$ cat src/rtl/custom_axi_lane_engine_pkg.sv
// Shared types for the lane engine.
// States, modes and error causes.
package custom_axi_ip_pkg;

  typedef enum logic [2:0] {
    IDLE  = 3'd0,
    BUSY  = 3'd1,
    DONE  = 3'd2,
    ERROR = 3'd3
  } status_e;

  typedef enum logic [1:0] {
    INC     = 2'd0,
    ADD     = 2'd1,
    SAT_ADD = 2'd2,
    RSVD    = 2'd3
  } mode_e;

  typedef enum logic [2:0] {
    ERR_NONE      = 3'd0,
    ERR_ZERO_ITER = 3'd1,
    ERR_BAD_MODE  = 3'd2,
    ERR_ABORT     = 3'd3,
    ERR_STATE     = 3'd4
  } err_e;

endpackage

$ cat src/rtl/custom_axi_lane_engine_if.sv
// Request/result bundle of the lane engine.
// slave = engine side, master = requester side.
interface custom_axi_lane_engine_if #(
  parameter int DATA_WIDTH = 64,
  parameter int LANES      = 2,
  parameter int ITER_W     = 8
);
  import custom_axi_ip_pkg::*;

  localparam int LANE_W = DATA_WIDTH / LANES;

  logic                  start_i;
  logic [DATA_WIDTH-1:0] data_i;
  logic [LANE_W-1:0]     operand_i;
  mode_e                 mode_i;
  logic [ITER_W-1:0]     iter_i;
  logic                  abort_i;
  logic [DATA_WIDTH-1:0] result_o;
  logic                  result_valid_o;
  logic                  result_ready_i;
  logic                  wen_o;
  status_e               status_o;
  logic                  busy_o;
  err_e                  err_code_o;
  logic [15:0]           done_cnt_o;

  modport slave (
    input  start_i, data_i, operand_i,
    input  mode_i, iter_i, abort_i,
    input  result_ready_i,
    output result_o, result_valid_o,
    output wen_o, status_o, busy_o,
    output err_code_o, done_cnt_o
  );

  modport master (
    output start_i, data_i, operand_i,
    output mode_i, iter_i, abort_i,
    output result_ready_i,
    input  result_o, result_valid_o,
    input  wen_o, status_o, busy_o,
    input  err_code_o, done_cnt_o
  );

endinterface

$ cat src/rtl/custom_axi_lane_alu.sv
// Single-lane combinational step: INC, ADD or
// saturating ADD on one LANE_W slice.
module custom_axi_lane_alu
  import custom_axi_ip_pkg::*;
#(
  parameter int W = 32
) (
  input  mode_e        mode_i,
  input  logic [W-1:0] a_i,
  input  logic [W-1:0] b_i,
  output logic [W-1:0] y_o
);

  logic [W:0] sum;

  always_comb begin
    sum = {1'b0, a_i} + {1'b0, b_i};
    y_o = a_i;
    unique case (mode_i)
      INC:     y_o = a_i + W'(1);
      ADD:     y_o = sum[W-1:0];
      SAT_ADD: y_o = sum[W] ? '1 : sum[W-1:0];
      default: y_o = a_i;
    endcase
  end

endmodule

$ cat src/rtl/custom_axi_lane_engine.sv
// Iterative multi-lane engine: latches lanes,
// steps them iter times, then holds result.
module custom_axi_lane_engine
  import custom_axi_ip_pkg::*;
#(
  parameter int DATA_WIDTH = 64,
  parameter int LANES      = 2,
  parameter int ITER_W     = 8
) (
  input logic clk_i,
  input logic rst_i,
  custom_axi_lane_engine_if.slave bus
);

  localparam int LANE_W = DATA_WIDTH / LANES;

  status_e               state_q, state_d;
  logic [DATA_WIDTH-1:0] lanes_q, lanes_d;
  logic [DATA_WIDTH-1:0] alu_y;
  logic [LANE_W-1:0]     opnd_q, opnd_d;
  mode_e                 mode_q, mode_d;
  logic [ITER_W-1:0]     cnt_q, cnt_d;
  err_e                  err_q, err_d;
  logic [15:0]           done_q, done_d;
  logic                  wen_q, wen_d;

  for (genvar k = 0; k < LANES; k++) begin : g_lane
    custom_axi_lane_alu #(.W(LANE_W)) u_alu (
      .mode_i (mode_q),
      .a_i    (lanes_q[k*LANE_W +: LANE_W]),
      .b_i    (opnd_q),
      .y_o    (alu_y[k*LANE_W +: LANE_W])
    );
  end

  always_comb begin
    state_d = state_q;
    lanes_d = lanes_q;
    opnd_d  = opnd_q;
    mode_d  = mode_q;
    cnt_d   = cnt_q;
    err_d   = err_q;
    done_d  = done_q;
    wen_d   = 1'b0;
    case (state_q)
      IDLE: begin
        if (bus.start_i) begin
          if (bus.mode_i == RSVD) begin
            state_d = ERROR;
            err_d   = ERR_BAD_MODE;
          end else if (bus.iter_i == '0) begin
            state_d = ERROR;
            err_d   = ERR_ZERO_ITER;
          end else begin
            state_d = BUSY;
            lanes_d = bus.data_i;
            opnd_d  = bus.operand_i;
            mode_d  = bus.mode_i;
            cnt_d   = bus.iter_i;
            err_d   = ERR_NONE;
          end
        end
      end
      BUSY: begin
        // abort beats the final iteration
        if (bus.abort_i) begin
          state_d = ERROR;
          err_d   = ERR_ABORT;
        end else begin
          lanes_d = alu_y;
          cnt_d   = cnt_q - ITER_W'(1);
          if (cnt_q == ITER_W'(1)) begin
            state_d = DONE;
            wen_d   = 1'b1;
          end
        end
      end
      DONE: begin
        if (bus.result_ready_i) begin
          state_d = IDLE;
          done_d  = done_q + 16'd1;
        end
      end
      ERROR: state_d = IDLE;
      default: begin
        state_d = ERROR;
        err_d   = ERR_STATE;
      end
    endcase
  end

  always_ff @(posedge clk_i or posedge rst_i) begin
    if (rst_i) begin
      state_q <= IDLE;
      lanes_q <= '0;
      opnd_q  <= '0;
      mode_q  <= INC;
      cnt_q   <= '0;
      err_q   <= ERR_NONE;
      done_q  <= '0;
      wen_q   <= 1'b0;
    end else begin
      state_q <= state_d;
      lanes_q <= lanes_d;
      opnd_q  <= opnd_d;
      mode_q  <= mode_d;
      cnt_q   <= cnt_d;
      err_q   <= err_d;
      done_q  <= done_d;
      wen_q   <= wen_d;
    end
  end

  assign bus.result_o       = lanes_q;
  assign bus.result_valid_o = (state_q == DONE);
  assign bus.wen_o          = wen_q;
  assign bus.status_o       = state_q;
  assign bus.busy_o         = (state_q != IDLE);
  assign bus.err_code_o     = err_q;
  assign bus.done_cnt_o     = done_q;

endmodule
$ cat src/flat_wrapper.sv
// flat-port wrapper written by rule: the top's interface ports become plain ports
module custom_axi_lane_engine_flat import custom_axi_ip_pkg::*;
#(
  parameter int DATA_WIDTH = 64,
  parameter int LANES      = 2,
  parameter int ITER_W     = 8
)
  (clk_i, rst_i, bus_start_i, bus_data_i, bus_operand_i, bus_mode_i, bus_iter_i, bus_abort_i, bus_result_ready_i, bus_result_o, bus_result_valid_o, bus_wen_o, bus_status_o, bus_busy_o, bus_err_code_o, bus_done_cnt_o);
  custom_axi_lane_engine_if #(.DATA_WIDTH(DATA_WIDTH), .LANES(LANES), .ITER_W(ITER_W)) bus_i ();
  input logic clk_i;
  input logic rst_i;
  input wire logic [$bits(bus_i.start_i)-1:0] bus_start_i;
  input wire logic [$bits(bus_i.data_i)-1:0] bus_data_i;
  input wire logic [$bits(bus_i.operand_i)-1:0] bus_operand_i;
  input wire logic [$bits(bus_i.mode_i)-1:0] bus_mode_i;
  input wire logic [$bits(bus_i.iter_i)-1:0] bus_iter_i;
  input wire logic [$bits(bus_i.abort_i)-1:0] bus_abort_i;
  input wire logic [$bits(bus_i.result_ready_i)-1:0] bus_result_ready_i;
  output wire logic [$bits(bus_i.result_o)-1:0] bus_result_o;
  output wire logic [$bits(bus_i.result_valid_o)-1:0] bus_result_valid_o;
  output wire logic [$bits(bus_i.wen_o)-1:0] bus_wen_o;
  output wire logic [$bits(bus_i.status_o)-1:0] bus_status_o;
  output wire logic [$bits(bus_i.busy_o)-1:0] bus_busy_o;
  output wire logic [$bits(bus_i.err_code_o)-1:0] bus_err_code_o;
  output wire logic [$bits(bus_i.done_cnt_o)-1:0] bus_done_cnt_o;
  assign bus_i.start_i = bus_start_i;
  assign bus_i.data_i = bus_data_i;
  assign bus_i.operand_i = bus_operand_i;
  assign bus_i.mode_i = bus_mode_i;
  assign bus_i.iter_i = bus_iter_i;
  assign bus_i.abort_i = bus_abort_i;
  assign bus_i.result_ready_i = bus_result_ready_i;
  assign bus_result_o = bus_i.result_o;
  assign bus_result_valid_o = bus_i.result_valid_o;
  assign bus_wen_o = bus_i.wen_o;
  assign bus_status_o = bus_i.status_o;
  assign bus_busy_o = bus_i.busy_o;
  assign bus_err_code_o = bus_i.err_code_o;
  assign bus_done_cnt_o = bus_i.done_cnt_o;
  custom_axi_lane_engine #(.DATA_WIDTH(DATA_WIDTH), .LANES(LANES), .ITER_W(ITER_W)) u_core (.clk_i(clk_i), .rst_i(rst_i), .bus(bus_i));
endmodule
$ cat config.mk
export PLATFORM = sky130hd
export DESIGN_NAME = custom_axi_lane_engine_flat
export DESIGN_NICKNAME = d
export VERILOG_FILES = /design/src/rtl/custom_axi_lane_engine_pkg.sv /design/src/rtl/custom_axi_lane_engine_if.sv /design/src/rtl/custom_axi_lane_alu.sv /design/src/rtl/custom_axi_lane_engine.sv /design/src/flat_wrapper.sv
export SDC_FILE = /design/constraint.sdc
export NUM_CORES = 1
export LEC_CHECK = 0
export ABC_CLOCK_PERIOD_IN_PS = 5800
export BUFFER_PORTS_ARGS = -buffer_cell sky130_fd_sc_hd__buf_4
export CAP_MARGIN = 10
export CORE_MARGIN = 2
export CORE_UTILIZATION = 37
export CTS_CLUSTER_DIAMETER = 150
export DETAILED_ROUTE_END_ITERATION = 6
export PLACE_DENSITY = 0.66
export SYNTH_ARGS = -nofsm -noshare
export SYNTH_HDL_FRONTEND = slang
export SYNTH_SLANG_ARGS = --single-unit
export TNS_END_PERCENT = 20
$ cat constraint.sdc
create_clock -name clk_i -period 5.8 [get_ports clk_i]
set_input_delay 0 -clock clk_i [delete_from_list [all_inputs] [get_ports clk_i]]
set_output_delay 0 -clock clk_i [all_outputs]
set_load 0.05 [all_outputs]
* After elaboration in Yosys (flattened, before gate mapping)
Cells that the tools add are included.
Widths: inputs -> output; s select.
** Word-level totals
- Register bits after elaboration :: 129
- Input bits :: 111
- Output and inout port bits :: 89
- Logic and storage cells :: 73
** Operators by class
- Add/sub/neg operators :: 6
- Equal/unequal tests :: 15
- Mux-type cells :: 29
- Bitwise gates (word level) :: 3
- Reductions and logical operators :: 12
** Operator list (number)
- $mux 64 :: 4
- $pmux 32 s3 :: 2
- $pmux 64 s2 :: 1
- $add 32x32->33 :: 2
- $add 32x1->32 const B :: 2
- $mux 32 :: 2
- $mux 8 :: 4
- $mux 3 :: 8
- $add 16x1->16 const B :: 1
- $pmux 8 s2 :: 1
- $ne 2x2->1 const B :: 6
- $pmux 3 s4 :: 1
- $pmux 3 s3 :: 1
- $eq 8x1->1 const B :: 1
- $logic_not 8->1 :: 1
- $sub 8x1->8 const B :: 1
- $eq 3x2->1 const B :: 2
- $reduce_and 3->1 :: 2
- $reduce_and 6->1 :: 1
- $reduce_and 5->1 :: 1
- $eq 2x2->1 const B :: 2
- $mux 1 :: 4
- $ne 4x4->1 const B :: 1
- $reduce_and 4->1 :: 1
- 11 further kinds :: 13

* Depth between registers and ports, before layout
- Depth after elaboration :: 5
- Gate-level depth with buffers :: 14
- Depth with buffers taken out :: 13

* Hierarchy
Synthesis repeated with hierarchy kept, for this count alone.
** Unflattened totals
- Cell total of the unflattened synthesis :: 1587
- Area, all modules :: 12201.7 µm²
** Modules (own cells, without submodules)
- custom_axi_lane_engine :: times used 1, cells each 592, area an instance 5793.1 µm², sequential area each 3203.1 µm²
- custom_axi_lane_alu (u_core.g_lane[0].u_alu) :: times used 1, cells each 516, area an instance 3276.9 µm², sequential area each 0.0 µm²
- custom_axi_lane_alu (u_core.g_lane[1].u_alu) :: times used 1, cells each 479, area an instance 3131.8 µm², sequential area each 0.0 µm²

* Worst setup path before layout
No wires, ideal clock.
- Kind :: flip-flop to flip-flop
- Start point :: reg u_core.lanes_q[0] (netlist: u_core.bus.result_o[0])
- End point :: reg u_core.lanes_q[10] (netlist: u_core.bus.result_o[10])
- Library setup time :: 0.126 ns
- Data arrival time :: 3.033 ns
- Required time :: 5.674 ns
- Path slack :: 2.641 ns
- Cell stages (with the launch flop) :: 15
- Buffers on the path :: 1
- Period minus slack after synthesis :: 3.159 ns
- Cell sequence :: dfrtp_1 > ha_1 > inv_1 > fa_1 > nor2b_4 > o31a_1 > o311ai_2 > nand2_2 > a21oi_4 > o31ai_4 > a41oi_4 > nand2_4 > buf_6 > o221ai_2 > a21oi_1
** On the way
- Cells in the longest elaborated chain, start to end :: 5
- Elaborated cells on any way between the ends :: 6
- Those cells by class :: add/sub: 2; mux: 4
** RTL lines
- from (decl) :: RTL line custom_axi_lane_engine.sv:18 : logic [DATA_WIDTH-1:0] lanes_q, lanes_d;
- from (signal assigned) :: RTL line custom_axi_lane_engine.sv:104 : lanes_q <= lanes_d;
- $add 32x32->33 :: RTL line custom_axi_lane_alu.sv:17 : sum = {1'b0, a_i} + {1'b0, b_i};
- $mux 32 :: RTL line custom_axi_lane_alu.sv:22 : SAT_ADD: y_o = sum[W] ? '1 : sum[W-1:0];
- $pmux 32 s3 * :: RTL line custom_axi_lane_alu.sv:19 : unique case (mode_i)
- $mux 64 * :: RTL line custom_axi_lane_engine.sv:66 : if (bus.abort_i) begin
- $pmux 64 s2 * :: RTL line custom_axi_lane_engine.sv:45 : case (state_q)
Mark *: on every way between the ends. The rest lies on a longest branch, timed or not. The select of a mux whose other input is x is not followed.
A chain may end at the register's enable or synchronous reset.

* Worst setup path in the final report
- Start point :: reg u_core.lanes_q[34] (netlist: u_core.bus.result_o[34])
- End point :: reg u_core.lanes_q[52] (netlist: u_core.bus.result_o[52])
Same word-level chain as after synthesis.

==> results.toml <==
[synth]
ys_seq_elements = 128
synth_edf_count = 0
synthArstFlopShare = 1.00
synth_area_leader_cell = "dfrtp_1"
synth.most_common_cell = "a21oi_1"
synth_top_area_frac = 0.296
synth.distinct_cells = 86
synth-seq-area-share = 0.296
synth_area_per_cell_sq_um = 8.31
syn_inst = 1304
synth_common_cells = "a21oi_1 (160), dfrtp_1 (128), nor2_1 (122)"
ys_top_cells_by_area = "dfrtp_1 (30%), ha_1 (8.3%), a21oi_1 (7.4%), xnor2_1 (5.7%), nor2_1 (4.2%)"
yosys_warnings = 0
synth_nets = 1489
synthFlopType = "dfrtp_1"
syn_area_sq_um = 10800

[placement]
portBuffers = 198
gp_congestion = 0.912
dp_cells = 1833
hpwl_mm = 27.5

[floorplanning]
ios = 200
die_w_um = 175
num_rows = 62
die_h_um = 175
die-area_sq_um = 30700
core_area_sq_um = 28800
initial_utilization = 0.376

[clock_tree]
clock_path_buffers = 2
clk_pin_slew_worst_paths_ps = 60
cts_num_sinks = 128
cts_root_buf = "clkbuf_16"
cts_tree = "done"
postCtsResizedCells = 0
htree_levels = 4
cts-buffers-inserted = 17
cts_setup_buffers = 0
clk_latency_ps = 440

[detailed_routing]
vias = 11300
drtIter0Drc = 829
routedWlPerCell_um = 19.4
ant_nets = 0
routed_wl_mm = 38.2
drtPass1Iterations = 5
drc = 0
vias_per_cell = 5.74

[cells_and_area]
ff_latch_area_sq_um = 3200
post_layout_nonfiller_instances = 1974
drive_gt1_frac = 0.202
final_nets = 1762
multi_input_area_sq_um = 7270
nFillCells = 2718
diodes = 0
syn_to_final_growth_pct = 32.4

[sta]
max_freq_ghz = 0.260
setup_tns_ps = 0
slew_headroom = 0.396
clock_skew_ps = 13.3
fin_crit_sh = 0.663
setup_viol = 0
rsz0062_at_grt = "no"
worst_pin_slew_ps = 903
hold_viol = 0
period_needed_ps = 3850
drv_slew = 0

[global_route]
grt_usage = 0.250
grt_pass1_vias = 11000
antenna_found_initial = 0
grt_first_pass_wirelength_mm = 61.0
grt_max_degree = 73
grt_overflow = 0

[min_path]
min-delay-start = "bus_data_i[63]"
min_delay_path_depth = 4
hp-class = "in -> reg"

[run_status]
status = "complete, no violations"

[critical_path]
worstSetupPathType = "reg -> reg"
arrival_ps = 4150
crit_start = "u_core.bus.result_o[34]$_DFFE_PP0P_"
endpoint_kind = "flip-flop"
cp_max_fo = 20
crit-reg2reg-launch = "u_core.bus.result_o[34]$_DFFE_PP0P_"
rr_worst_depth = 11
worstPathRequired_ps = 6100
start_kind = "flip-flop"

[job]
cap_viol_max_count = 0
-- logic make-up (layout without fill, tap and decap cells) --
kind of cell | Yosys count | after routing | share of synthesized area
DFF | 128 | 128 | 0.296
and+or+nand+nor | 408 | 408 | 0.184
xor gates and xnor gates | 108 | 108 | 0.0873
AOI/OAI and AO/OA | 450 | 450 | 0.271
muxes | 38 | 38 | 0.0389
buffers and inverters | 97 | 383 | 0.0364
adders and majority gates | 74 | 74 | 0.0869
other | 1 | 1 | 0.000346
-- repair_timing --
action | in CTS | in global routing
hold buffers | 108 | 0
endpoints found under the setup margin | 0 | 0
endpoints found under the hold margin | 172 | 0
-- critical path: stages (launching register included) --
cell	delay (ps)
dfrtp_1	480
ha_1	380
nor2b_1	160
o21a_1	190
o21ai_2	170
a21oi_1	180
a2111oi_2	550
o31ai_2	170
a22oi_4	300
nand2_1	590
nor2_1	410
a211oi_1	130
-- registers in the layout, summed over array words and instances, names as in the netlist --
| register | flops |
|---|---|
| u_core.bus.done_cnt_o | 16 |
| u_core.bus.err_code_o | 3 |
| u_core.bus.result_o | 64 |
| u_core.bus.status_o | 2 |
| u_core.bus.wen_o | 1 |
| u_core.cnt_q | 8 |
| u_core.mode_q | 2 |
| u_core.opnd_q | 32 |
-- cell type report --
cell class,count,share of cell area
repair buffers,318,0.186
well taps,384,0.0335
inverters,33,0.00881
flip-flops and latches,128,0.223
clock buffers,17,0.0297
multi-input cells,1079,0.507
clock inverters,15,0.0122
-- placed cells by master, fill, tap and decap left out, types with 17 or more instances in the layout --
cell type	count
a211oi_1	17
nand2_1	82
ha_1	71
dfrtp_1	128
nand3_1	51
xnor2_1	71
a21oi_1	158
a21o_1	23
inv_1	32
and3_1	22
nor3_1	30
buf_4	209
o22ai_1	27
xor2_1	37
o21ai_0	89
clkbuf_16	17
mux2_2	33
nor2_1	121
dlygate4sd3_1	108
nand4_1	24
-- path summary, 6_finish.rpt --
kind                                                         endpoint  slack (ps)
worst max register to register    u_core.bus.result_o[52]$_DFFE_PP0P_        1950
min in group asynchronous       u_core.bus.done_cnt_o[15]$_DFFE_PP0P_         300
worst max-delay path              u_core.bus.result_o[52]$_DFFE_PP0P_        1950
worst min register to register  u_core.bus.done_cnt_o[15]$_DFFE_PP0P_         480
max in group asynchronous         u_core.bus.result_o[13]$_DFFE_PP0P_        4080
worst min-delay path              u_core.bus.result_o[63]$_DFFE_PP0P_         100
-- metal layers --
| layer | GRT usage | vias to the layer above | wire length (um) |
|---|---|---|---|
| met5 | 0 | - | 0 |
| met4 | 0.0927 | 0 | 1210 |
| met3 | 0.0442 | 80 | 2980 |
| met2 | 0.395 | 478 | 17600 |
| met1 | 0.342 | 5381 | 16400 |
| li1 | - | 5390 | - |
-- stage by stage --
stage               hold WS [ps]  worst slack (ps)  cell area (sq um)   util
floorplan                   73.5              2390              10800      -
global placement             198              1940              12600  0.440
detailed placement           200              1990              12600  0.440
CTS                         94.0              1950              14300  0.498
global route                 102              1790              14300  0.498
finish                      98.7              1950              14300  0.498
Power is left out: the tool's default activity adds up to more than one toggle a clock period on the data nets, which glitch-free logic cannot reach.
